--- src/rtl/riscv_csr_pkg.sv ---
// Shared definitions for the machine-mode CSR unit: CSR addresses,
// mcause exception codes, trap FSM states and mstatus bit positions.
package riscv_csr_pkg;

    localparam logic [11:0] CSR_MSTATUS  = 12'h300;
    localparam logic [11:0] CSR_MISA     = 12'h301;
    localparam logic [11:0] CSR_MIE      = 12'h304;
    localparam logic [11:0] CSR_MTVEC    = 12'h305;
    localparam logic [11:0] CSR_MSCRATCH = 12'h340;
    localparam logic [11:0] CSR_MEPC     = 12'h341;
    localparam logic [11:0] CSR_MCAUSE   = 12'h342;
    localparam logic [11:0] CSR_MTVAL    = 12'h343;
    localparam logic [11:0] CSR_MIP      = 12'h344;
    localparam logic [11:0] CSR_MCYCLE   = 12'hB00;
    localparam logic [11:0] CSR_MCYCLEH  = 12'hB80;
    localparam logic [11:0] CSR_MHARTID  = 12'hF14;

    localparam logic [31:0] MISA_VALUE = 32'h4000_0100;

    localparam logic [3:0] MCAUSE_I_MISALIGN = 4'd0;
    localparam logic [3:0] MCAUSE_BREAKPOINT = 4'd3;
    localparam logic [3:0] MCAUSE_L_MISALIGN = 4'd4;
    localparam logic [3:0] MCAUSE_S_MISALIGN = 4'd6;
    localparam logic [3:0] MCAUSE_ECALL_M    = 4'd11;

    localparam int MSTATUS_MIE    = 3;
    localparam int MSTATUS_MPIE   = 7;
    localparam int MSTATUS_MPP_LO = 11;
    localparam int MSTATUS_MPP_HI = 12;

    typedef enum logic [1:0] {
        IDLE,
        SAVE,
        REDIRECT
    } csr_state_t;

    // Highest-priority exception wins; callers only use this when at least one strobe is set.
    function automatic logic [3:0] trap_code(input logic i_misalign, input logic ebreak,
                                             input logic ecall, input logic l_misalign);
        if (i_misalign)      return MCAUSE_I_MISALIGN;
        else if (ebreak)     return MCAUSE_BREAKPOINT;
        else if (ecall)      return MCAUSE_ECALL_M;
        else if (l_misalign) return MCAUSE_L_MISALIGN;
        else                 return MCAUSE_S_MISALIGN;
    endfunction

    // ecall/ebreak carry no faulting address, so mtval is cleared for them.
    function automatic logic tval_is_zero(input logic [3:0] code);
        return (code == MCAUSE_BREAKPOINT) || (code == MCAUSE_ECALL_M);
    endfunction

endpackage

--- src/rtl/machine_csr_unit_if.sv ---
// Core <-> CSR unit signals: CSR read/write port, trap event strobes and the IF redirect.
interface machine_csr_unit_if;
    logic        csr_rd_en;
    logic [11:0] csr_rd_addr;
    logic [31:0] csr_rd_data;
    logic        csr_wr_en;
    logic [11:0] csr_wr_addr;
    logic [31:0] csr_wr_data;
    logic        ecall;
    logic        ebreak;
    logic        mret;
    logic        i_misalign;
    logic        l_misalign;
    logic        s_misalign;
    logic [31:0] trap_pc;
    logic [31:0] trap_tval;
    logic [31:0] pc_csr;
    logic        csr_delay;

    modport master (
        output csr_rd_en, csr_rd_addr, csr_wr_en, csr_wr_addr, csr_wr_data,
               ecall, ebreak, mret, i_misalign, l_misalign, s_misalign, trap_pc, trap_tval,
        input  csr_rd_data, pc_csr, csr_delay
    );

    modport slave (
        input  csr_rd_en, csr_rd_addr, csr_wr_en, csr_wr_addr, csr_wr_data,
               ecall, ebreak, mret, i_misalign, l_misalign, s_misalign, trap_pc, trap_tval,
        output csr_rd_data, pc_csr, csr_delay
    );
endinterface

--- src/rtl/csr_counter64.sv ---
// 64-bit free-running counter; either 32-bit half can be loaded, which suppresses
// the increment for that cycle.
module csr_counter64 (
    input  logic        clk,
    input  logic        reset,
    input  logic        load_lo,
    input  logic        load_hi,
    input  logic [31:0] load_data,
    output logic [63:0] count
);

    // Count every cycle unless a half is being overwritten.
    always_ff @(posedge clk or posedge reset) begin
        // NOTE: sequential state uses non-blocking assignments so every register samples pre-edge values.
        if (reset) begin
            count <= '0;
        end else if (load_lo || load_hi) begin
            if (load_lo) count[31:0]  <= load_data;
            if (load_hi) count[63:32] <= load_data;
        end else begin
            count <= count + 64'd1;
        end
    end

endmodule

--- src/rtl/machine_csr_unit.sv ---
// Machine-mode CSR file and trap sequencer: register bank, read mux, exception
// priority encoder and the IDLE -> SAVE -> REDIRECT fetch-redirect FSM.
module machine_csr_unit
    import riscv_csr_pkg::*;
#(
    parameter int          XLEN        = 32,
    parameter logic [31:0] MTVEC_RESET = 32'h0000_0000,
    parameter logic [31:0] HART_ID     = 32'h0000_0000
) (
    input logic               clk,
    input logic               reset,
    machine_csr_unit_if.slave bus
);

    csr_state_t      state;
    logic            csr_delay_q;
    logic [XLEN-1:0] pc_csr_q;

    // Trap context captured in the event cycle; the strobes are only one cycle wide.
    logic            is_mret_q;
    logic [3:0]      cause_q;
    logic [XLEN-1:0] epc_q;
    logic [XLEN-1:0] tval_q;

    logic            mstatus_mie;
    logic            mstatus_mpie;
    logic [XLEN-1:0] mie_reg;
    logic [XLEN-1:0] mtvec;
    logic [XLEN-1:0] mscratch;
    logic [XLEN-1:0] mepc;
    logic [XLEN-1:0] mcause;
    logic [XLEN-1:0] mtval;
    logic [63:0]     mcycle;
    logic [XLEN-1:0] rd_data;

    logic       exc_event;
    logic       any_event;
    logic       wr_ok;
    logic [3:0] event_code;

    assign exc_event  = bus.ecall | bus.ebreak | bus.i_misalign | bus.l_misalign | bus.s_misalign;
    assign any_event  = exc_event | bus.mret;
    assign event_code = trap_code(bus.i_misalign, bus.ebreak, bus.ecall, bus.l_misalign);
    // The instruction raising an event must not commit, and nothing commits mid-trap.
    assign wr_ok      = bus.csr_wr_en && (state == IDLE) && !any_event;

    csr_counter64 u_mcycle (
        .clk       (clk),
        .reset     (reset),
        .load_lo   (wr_ok && (bus.csr_wr_addr == CSR_MCYCLE)),
        .load_hi   (wr_ok && (bus.csr_wr_addr == CSR_MCYCLEH)),
        .load_data (bus.csr_wr_data),
        .count     (mcycle)
    );

    // Trap sequencer: latch the winning event in IDLE, compute the redirect in SAVE, hold it in REDIRECT.
    always_ff @(posedge clk or posedge reset) begin
        if (reset) begin
            state       <= IDLE;
            csr_delay_q <= 1'b0;
            pc_csr_q    <= '0;
            is_mret_q   <= 1'b0;
            cause_q     <= '0;
            epc_q       <= '0;
            tval_q      <= '0;
        end else begin
            case (state)
                IDLE: begin
                    if (any_event) begin
                        state       <= SAVE;
                        csr_delay_q <= 1'b1;
                        is_mret_q   <= !exc_event;
                        cause_q     <= event_code;
                        epc_q       <= bus.trap_pc & ~32'd3;
                        tval_q      <= tval_is_zero(event_code) ? '0 : bus.trap_tval;
                    end
                end
                SAVE: begin
                    state       <= REDIRECT;
                    csr_delay_q <= 1'b1;
                    pc_csr_q    <= is_mret_q ? mepc : (mtvec & ~32'd3);
                end
                REDIRECT: begin
                    state       <= IDLE;
                    csr_delay_q <= 1'b0;
                end
                default: begin
                    state       <= IDLE;
                    csr_delay_q <= 1'b0;
                end
            endcase
        end
    end

    // Register bank: trap side effects in SAVE, otherwise software writes from the core.
    always_ff @(posedge clk or posedge reset) begin
        if (reset) begin
            mstatus_mie  <= 1'b0;
            mstatus_mpie <= 1'b0;
            mie_reg      <= '0;
            mtvec        <= MTVEC_RESET;
            mscratch     <= '0;
            mepc         <= '0;
            mcause       <= '0;
            mtval        <= '0;
        end else if (state == SAVE) begin
            if (is_mret_q) begin
                mstatus_mie  <= mstatus_mpie;
                mstatus_mpie <= 1'b1;
            end else begin
                mepc         <= epc_q;
                mcause       <= XLEN'(cause_q);
                mtval        <= tval_q;
                mstatus_mpie <= mstatus_mie;
                mstatus_mie  <= 1'b0;
            end
        end else if (wr_ok) begin
            case (bus.csr_wr_addr)
                CSR_MSTATUS: begin
                    mstatus_mie  <= bus.csr_wr_data[MSTATUS_MIE];
                    mstatus_mpie <= bus.csr_wr_data[MSTATUS_MPIE];
                end
                CSR_MIE:      mie_reg  <= bus.csr_wr_data;
                CSR_MTVEC:    mtvec    <= bus.csr_wr_data & ~32'd3;
                CSR_MSCRATCH: mscratch <= bus.csr_wr_data;
                CSR_MEPC:     mepc     <= bus.csr_wr_data & ~32'd3;
                CSR_MCAUSE:   mcause   <= bus.csr_wr_data;
                CSR_MTVAL:    mtval    <= bus.csr_wr_data;
                default: ;
            endcase
        end
    end

    // Combinational read mux; returns pre-edge values, so a same-cycle write is not visible.
    always_comb begin
        // NOTE: default first so every path assigns rd_data and no latch is inferred.
        rd_data = '0;
        if (bus.csr_rd_en) begin
            case (bus.csr_rd_addr)
                CSR_MSTATUS: begin
                    rd_data[MSTATUS_MIE]                   = mstatus_mie;
                    rd_data[MSTATUS_MPIE]                  = mstatus_mpie;
                    rd_data[MSTATUS_MPP_HI:MSTATUS_MPP_LO] = 2'b11;
                end
                CSR_MISA:     rd_data = MISA_VALUE;
                CSR_MIE:      rd_data = mie_reg;
                CSR_MTVEC:    rd_data = mtvec;
                CSR_MSCRATCH: rd_data = mscratch;
                CSR_MEPC:     rd_data = mepc;
                CSR_MCAUSE:   rd_data = mcause;
                CSR_MTVAL:    rd_data = mtval;
                CSR_MCYCLE:   rd_data = mcycle[31:0];
                CSR_MCYCLEH:  rd_data = mcycle[63:32];
                CSR_MHARTID:  rd_data = HART_ID;
                default:      rd_data = '0;
            endcase
        end
    end

    assign bus.csr_rd_data = rd_data;
    assign bus.pc_csr      = pc_csr_q;
    assign bus.csr_delay   = csr_delay_q;

endmodule
--- src/flat_wrapper.sv ---
// flat-port wrapper written by rule: the top's interface ports become plain ports
module machine_csr_unit_flat import riscv_csr_pkg::*;
#(
    parameter int          XLEN        = 32,
    parameter logic [31:0] MTVEC_RESET = 32'h0000_0000,
    parameter logic [31:0] HART_ID     = 32'h0000_0000
)
  (clk, reset, bus_csr_rd_en, bus_csr_rd_addr, bus_csr_wr_en, bus_csr_wr_addr, bus_csr_wr_data, bus_ecall, bus_ebreak, bus_mret, bus_i_misalign, bus_l_misalign, bus_s_misalign, bus_trap_pc, bus_trap_tval, bus_csr_rd_data, bus_pc_csr, bus_csr_delay);
  machine_csr_unit_if bus_i ();
  input logic clk;
  input logic reset;
  input wire logic [$bits(bus_i.csr_rd_en)-1:0] bus_csr_rd_en;
  input wire logic [$bits(bus_i.csr_rd_addr)-1:0] bus_csr_rd_addr;
  input wire logic [$bits(bus_i.csr_wr_en)-1:0] bus_csr_wr_en;
  input wire logic [$bits(bus_i.csr_wr_addr)-1:0] bus_csr_wr_addr;
  input wire logic [$bits(bus_i.csr_wr_data)-1:0] bus_csr_wr_data;
  input wire logic [$bits(bus_i.ecall)-1:0] bus_ecall;
  input wire logic [$bits(bus_i.ebreak)-1:0] bus_ebreak;
  input wire logic [$bits(bus_i.mret)-1:0] bus_mret;
  input wire logic [$bits(bus_i.i_misalign)-1:0] bus_i_misalign;
  input wire logic [$bits(bus_i.l_misalign)-1:0] bus_l_misalign;
  input wire logic [$bits(bus_i.s_misalign)-1:0] bus_s_misalign;
  input wire logic [$bits(bus_i.trap_pc)-1:0] bus_trap_pc;
  input wire logic [$bits(bus_i.trap_tval)-1:0] bus_trap_tval;
  output wire logic [$bits(bus_i.csr_rd_data)-1:0] bus_csr_rd_data;
  output wire logic [$bits(bus_i.pc_csr)-1:0] bus_pc_csr;
  output wire logic [$bits(bus_i.csr_delay)-1:0] bus_csr_delay;
  assign bus_i.csr_rd_en = bus_csr_rd_en;
  assign bus_i.csr_rd_addr = bus_csr_rd_addr;
  assign bus_i.csr_wr_en = bus_csr_wr_en;
  assign bus_i.csr_wr_addr = bus_csr_wr_addr;
  assign bus_i.csr_wr_data = bus_csr_wr_data;
  assign bus_i.ecall = bus_ecall;
  assign bus_i.ebreak = bus_ebreak;
  assign bus_i.mret = bus_mret;
  assign bus_i.i_misalign = bus_i_misalign;
  assign bus_i.l_misalign = bus_l_misalign;
  assign bus_i.s_misalign = bus_s_misalign;
  assign bus_i.trap_pc = bus_trap_pc;
  assign bus_i.trap_tval = bus_trap_tval;
  assign bus_csr_rd_data = bus_i.csr_rd_data;
  assign bus_pc_csr = bus_i.pc_csr;
  assign bus_csr_delay = bus_i.csr_delay;
  machine_csr_unit #(.XLEN(XLEN), .MTVEC_RESET(MTVEC_RESET), .HART_ID(HART_ID)) u_core (.clk(clk), .reset(reset), .bus(bus_i));
endmodule
--- config.mk ---
export PLATFORM = sky130hd
export DESIGN_NAME = machine_csr_unit_flat
export DESIGN_NICKNAME = d
export VERILOG_FILES = /design/src/rtl/riscv_csr_pkg.sv /design/src/rtl/machine_csr_unit_if.sv /design/src/rtl/csr_counter64.sv /design/src/rtl/machine_csr_unit.sv /design/src/flat_wrapper.sv
export SDC_FILE = /design/constraint.sdc
export NUM_CORES = 1
export LEC_CHECK = 0
export BUFFER_PORTS_ARGS = -buffer_cell sky130_fd_sc_hd__clkbuf_2
export CORE_UTILIZATION = 55
export CTS_BUF_LIST = sky130_fd_sc_hd__clkbuf_16
export DETAILED_ROUTE_END_ITERATION = 16
export GPL_TIMING_DRIVEN = 0
export PLACE_DENSITY_LB_ADDON = 0.25
export SYNTH_ARGS = -nofsm -noshare
export SYNTH_HDL_FRONTEND = slang
export SYNTH_HIERARCHICAL = 1
export SYNTH_SLANG_ARGS = --single-unit
export TNS_END_PERCENT = 30
--- constraint.sdc ---
create_clock -name clk -period 27.3 [get_ports clk]
set_input_delay 5.46 -clock clk [delete_from_list [all_inputs] [get_ports clk]]
set_output_delay 5.46 -clock clk [all_outputs]
set_load 0.03 [all_outputs]
# ---- After elaboration in Yosys (flattened, before gate mapping)
# Index checks and enable logic that the tools add are counted.
dict set report classes {
  addsub 1
  mul 0
  div_mod_pow 0
  magnitude_cmp 0
  n_eq_ne 26
  shift 0
  muxes 41
  n_bitwise 6
  n_reduce_logical 22
}
# cell count
set op_table {}
lappend op_table {{2-to-1 mux 32 bit} 17}
lappend op_table {{== test 12 x 10 -> 1 bit, second input constant} 15}
lappend op_table {{one-hot mux 19 bit (9 select lines)} 1}
lappend op_table {{adder 64 x 1 -> 64 bit, second input constant} 1}
lappend op_table {{2-to-1 mux 64 bit} 1}
lappend op_table {{== test 12 bit, second input constant} 4}
lappend op_table {{one-hot mux 3 bit (8 select lines)} 2}
lappend op_table {{one-hot mux 3 bit (9 select lines)} 1}
lappend op_table {{one-hot mux 1 bit (9 select lines)} 2}
lappend op_table {{one-hot mux 2 bit (9 select lines)} 1}
lappend op_table {{AND reduction 3 bit} 6}
lappend op_table {{2-to-1 mux 4 bit} 3}
lappend op_table {{nonzero test 2 bit} 5}
lappend op_table {{2-to-1 mux 1 bit} 9}
lappend op_table {{inequality test 2 bit, second input constant} 3}
lappend op_table {{bitwise OR 1 bit} 5}
lappend op_table {{== test 4 x 2 -> 1 bit, second input constant} 1}
lappend op_table {{== test 4 bit, second input constant} 1}
lappend op_table {{logical AND 1 bit} 4}
lappend op_table {{2-to-1 mux 2 bit} 2}
lappend op_table {{one-hot mux 2 bit (2 select lines)} 1}
lappend op_table {{AND reduction 2 bit} 2}
lappend op_table {{== test 2 x 1 -> 1 bit, second input constant} 1}
lappend op_table {{zero test 1 bit} 2}
lappend op_table {{5 further kinds} 6}
dict set report totals {
  register_bits 358
  latchBits 0
  mem_bits_rw 0
  rom_bits 0
  in_bits 130
  out_inout_bits 65
  wordCells 113
  mem_count 0
}

# ---- Depth between registers and ports, before layout
dict set report depth {
  depth_word 10
  ltp_mapped 11
  depth_no_buf 9
}

# ---- Modules after synthesis
# Netlist, hierarchy kept.
# module instances cells_per_inst area_per_inst_um2 seq_area_each_um2
set by_module_without_submodules {}
lappend by_module_without_submodules {machine_csr_unit 1 1246 13998.4 7257.0}
lappend by_module_without_submodules {csr_counter64 1 447 3935.0 1601.5}

# ---- Worst setup path before layout
# Ideal clock, no wire load.
dict set report synth_path {
  kind {input port to output port}
  start {input bus_csr_rd_addr[0]}
  end {output bus_csr_rd_data[31]}
  t_arrival_ns 7.342
  t_required_ns 21.840
  slack_ns 14.498
  path_stages 8
  path_buffers 3
  path_cell_list {buf_2 or4_4 nor2_4 and3_1 buf_4 buf_6 a22oi_1 a31oi_1}
}
dict set report synth_via {
  elab_chain_len 3
  word_cells_on_any_way 11
  cone_classes {eq/ne: 9; mux: 2}
}
# item line_no
set synth_rtl {}
lappend synth_rtl {{from (decl)} flat_wrapper.sv:13} ;# input wire logic [$bits(bus_i.csr_rd_addr)-1:0] bus_csr_rd_addr;
lappend synth_rtl {{== test 12 bit / == test 12 x 10 -> 1 bit (equally long branches)} machine_csr_unit.sv:139} ;# case (bus.csr_rd_addr)
lappend synth_rtl {{one-hot mux 19 bit (9 select lines) *} machine_csr_unit.sv:139}
lappend synth_rtl {{2-to-1 mux 32 bit *} machine_csr_unit.sv:138} ;# if (bus.csr_rd_en) begin
lappend synth_rtl {{to (decl)} flat_wrapper.sv:25} ;# output wire logic [$bits(bus_i.csr_rd_data)-1:0] bus_csr_rd_data;
# Every way passes the cells marked *; elsewhere a longest branch is shown, timed or not.

# ---- Worst setup path after layout
dict set report layout_path {
  start {input bus_csr_rd_addr[2]}
  end {output bus_csr_rd_data[14]}
}
# The elaborated chain is that of the path after synthesis.

==> qor.csv <==
stage;metric;value;unit
status;status;finished, final reports clean;
yosys;synth-main-ff-cell;dfrtp_1;
clock_network;cts_buffers;39;
yosys;synthArstFlopShare;1.00;
power;vdd_drop_max;0.0000757;V
worst_setup_path;reg2reg_setup_slack;23090;ps
grt;grt_max_degree;134;
power;p_seq_frac;0.430;
timing;finalCriticalPeriod;14080;ps
detailed_routing;drt-total-wl;62.3;mm
timing;whs;477;ps
grt;antenna_found_initial;0;
clock_network;post_cts_resize_count;0;
timing;fmax;71.0;MHz
worst_setup_path;endpoint;bus_csr_rd_data[14];
yosys;synth_largest_area_cell;dfrtp_1;
worst_setup_path;critPathLaunch;bus_csr_rd_addr[2];
yosys;synth_fa_ha_area_frac;0.000698;
timing;setup-violations-final;0;
yosys;synth_common_cells;354 x dfrtp_1, 269 x nand2_1, 152 x mux2_2;
final_layout;layout-drive-gt1-share;0.252;
worst_setup_path;worst_r2r_path_depth;10;
final_layout;area_growth;15.2;%
yosys;synth_compound_area_frac;0.151;
yosys;synth_top_family_by_area;simple AND/OR/NAND/NOR gates;
clock_network;worstSkewPairLatency;540;ps
yosys;synth.distinct_cells;71;
final_layout;fillCellCount;2606;
worst_setup_path;crit_fanout;10;
final_layout;nets;2053;
power;p_total;1.72;mW
yosys;ys_seq_elements;354;
final_layout;final_cells;2385;
final_layout;multiInputGateArea;8390;um2
clock_network;htreeDepth;2;
detailed_routing;via_per_inst;6.60;
timing;tightest_slew;1410;ps
yosys;synth_area_leaders;dfrtp_1 49%, mux2_2 9.5%, nand2_1 5.6%;
power;powerDensity;83.4;nW/um2
worst_setup_path;end_kind;output port;
worst_setup_path;worst-endpoint-required;21840;ps
yosys;avgSynthCellArea;10.6;um2
die;die_w;183;um
place;hpwlAfterDp;46.5;mm
yosys;synth_most_common_cell;dfrtp_1;
detailed_routing;wl_per_cell;26.1;um
yosys;synth_top_cell_area_share;0.494;
power;comb_power_share;0.282;
clock_network;cts_sinks;354;
worst_setup_path;critPathArrivalTime;8620;ps
clock_network;clk_pin_slew_worst_paths;60;ps
final_layout;final_util;0.650;
yosys;yosys_warnings;6;
detailed_routing;vias;15747;
worst_setup_path;r2r_start;u_core/state[0];
run;drv_cap;0;
yosys;synth_edf_count;0;
worst_setup_path;reg2reg_to;u_core/u_mcycle/count[56];
detailed_routing;drc;0;
worst_setup_path;path_class;primary input to output port;
final_layout;largest_reg_flops;64;
clock_network;cts_tree;done;
grt;overflow;0;
min_path;hold_path_class;flop to flop;
grt;grt_pass1_wl;93.6;mm
place;gp_congestion;0.955;
place;dp_cells;2316;
yosys;ys_seq_area_frac;0.494;
worst_setup_path;start_kind;primary input;
final_layout;n_antenna_cell;0;
yosys;synth.mux.area_fraction;0.141;
timing;fin_skew;20.4;ps
final_layout;regMostFlops;u_core/u_mcycle/count;
die;core_area;31800;um2
detailed_routing;ant_nets;0;
power;p_sw;0.614;mW
grt;grt_usage;0.375;
timing;max_slew_margin;0.0513;
power;power.internal;1.11;mW
timing;drv_slew;0;
yosys;yosys.area_share.simple;0.153;
final_layout;seqCellArea;8860;um2
die;die_h;183;um
yosys;syn-cell-area;17900;um2
clock_network;clockBufferDepth;3;
die;rows;65;
timing;min_period_over_period;0.516;
die;io_pins;195;
detailed_routing;first_pass_iters;9;
timing;tns;0;ps
yosys;synth_xor_xnor_area_share;0.0210;
timing;rsz0062_at_grt;false;
die;start_util;0.564;
clock_network;ctsHoldBuffers;0;
die;die-area;33300;um2
power;p_leak;9.20;nW
clock_network;cts_setup_buffers;0;
timing;hold_viol;0;
power;switching_share;0.356;
clock_network;root_buffer;clkbuf_16;
grt;grt_pass1_vias;15014;
detailed_routing;drt_iter0_drc;1803;
yosys;syn_inst;1693;
place;portBuffers;184;
power;pwr-share-clk;0.287;
## layout by cell type, fill, tap and decap left out, types with 6 or more instances in the layout
cell       synthesis  layout
mux2_1             8       8
nor2_1            39      39
mux2i_1           73      73
o2bb2ai_1         16      16
nand4_1           33      33
mux2_2           152     152
nand2_1          269     269
buf_6              9       9
a21oi_1           32      32
a31oi_1           23      23
a222oi_1          16      16
buf_2             29      29
xor2_1            28      28
nor2b_1           16      16
a22oi_1           63      63
clkinv_2           0       8
a22o_1            40      40
and3_1             8       8
or3_1              6       6
inv_1             16      22
clkbuf_16          0      39
nor3_1            25      25
o21ai_0          106     106
and4_1             8       8
clkbuf_2           2     186
buf_1             10      10
nor4_1            11      10
dfrtp_1          354     354
a2bb2oi_1         36      36
clkinv_1           0       7
or4_1              9       9
o22ai_1           39      39
nand3_1           42      42
and2_1             6       6
clkbuf_1          53      53
buf_4             19      20
xnor2_1           15      15
## routing by layer
metal / global-route usage / share of wire
met1: 0.528 / 0.41
met3: 0.0653 / 0.098
met5: 0 / 0
met4: 0.152 / 0.040
met2: 0.578 / 0.45
## power by group through the flow
stage | clock, mW | sequential (mW) | combinational [mW]
6_report | 0.495 | 0.742 | 0.487
2_1_floorplan | 0 | 0.726 | 0.318
3_3_place_gp | 0 | 0.739 | 0.463
4_1_cts | 0.497 | 0.735 | 0.482
5_1_grt | 0.516 | 0.749 | 0.523
3_5_place_dp | 0 | 0.742 | 0.478
## area by class of cell
class / count / area share
clock inverters: 30 / 0.00945
plain buffers: 122 / 0.0308
multi-input cells: 1201 / 0.406
inverters: 17 / 0.00357
flip-flops and latches: 354 / 0.429
clock buffers: 39 / 0.0472
repair buffers: 187 / 0.0476
well taps: 435 / 0.0263
## through the flow
stage / area [um2] / setup WS [ps]
after floorplan: 17900 / 13830
after global placement: 19400 / 10770
after detailed placement: 19500 / 13330
after CTS: 20700 / 13320
after global routing: 20700 / 13130
final: 20700 / 13220
## how the worst min path moves through the flow
stage                       from                 to  cells past startpoint
6_report        u_core/epc_q[27]   u_core/epc_q[27]                      2
5_1_grt         u_core/epc_q[27]   u_core/epc_q[27]                      2
4_1_cts         u_core/epc_q[27]   u_core/epc_q[27]                      2
3_5_place_dp    u_core/epc_q[27]   u_core/epc_q[27]                      2
3_3_place_gp    u_core/epc_q[25]   u_core/epc_q[25]                      2
2_1_floorplan  u_core/cause_q[3]  u_core/cause_q[3]                      2
## cells by family after synthesis
| kind of cell | count (synthesis) |
|---|---|
| other | 1 |
| multiplexers | 233 |
| AO/OA/AOI/OAI | 394 |
| flip-flops | 354 |
| XOR/XNOR | 43 |
| buffers and inverters | 139 |
| AND/OR/NAND/NOR | 528 |
| adder cells (fa/ha/maj) | 1 |
## critical path, cell delays in order
cell,delay (ps)
clkbuf_2,120
buf_2,200
nor2_1,710
nand2_1,240
nor4_1,620
o31ai_1,330
buf_2,270
a31oi_1,370
clkbuf_2,290
(Power assumes the default switching activity.)
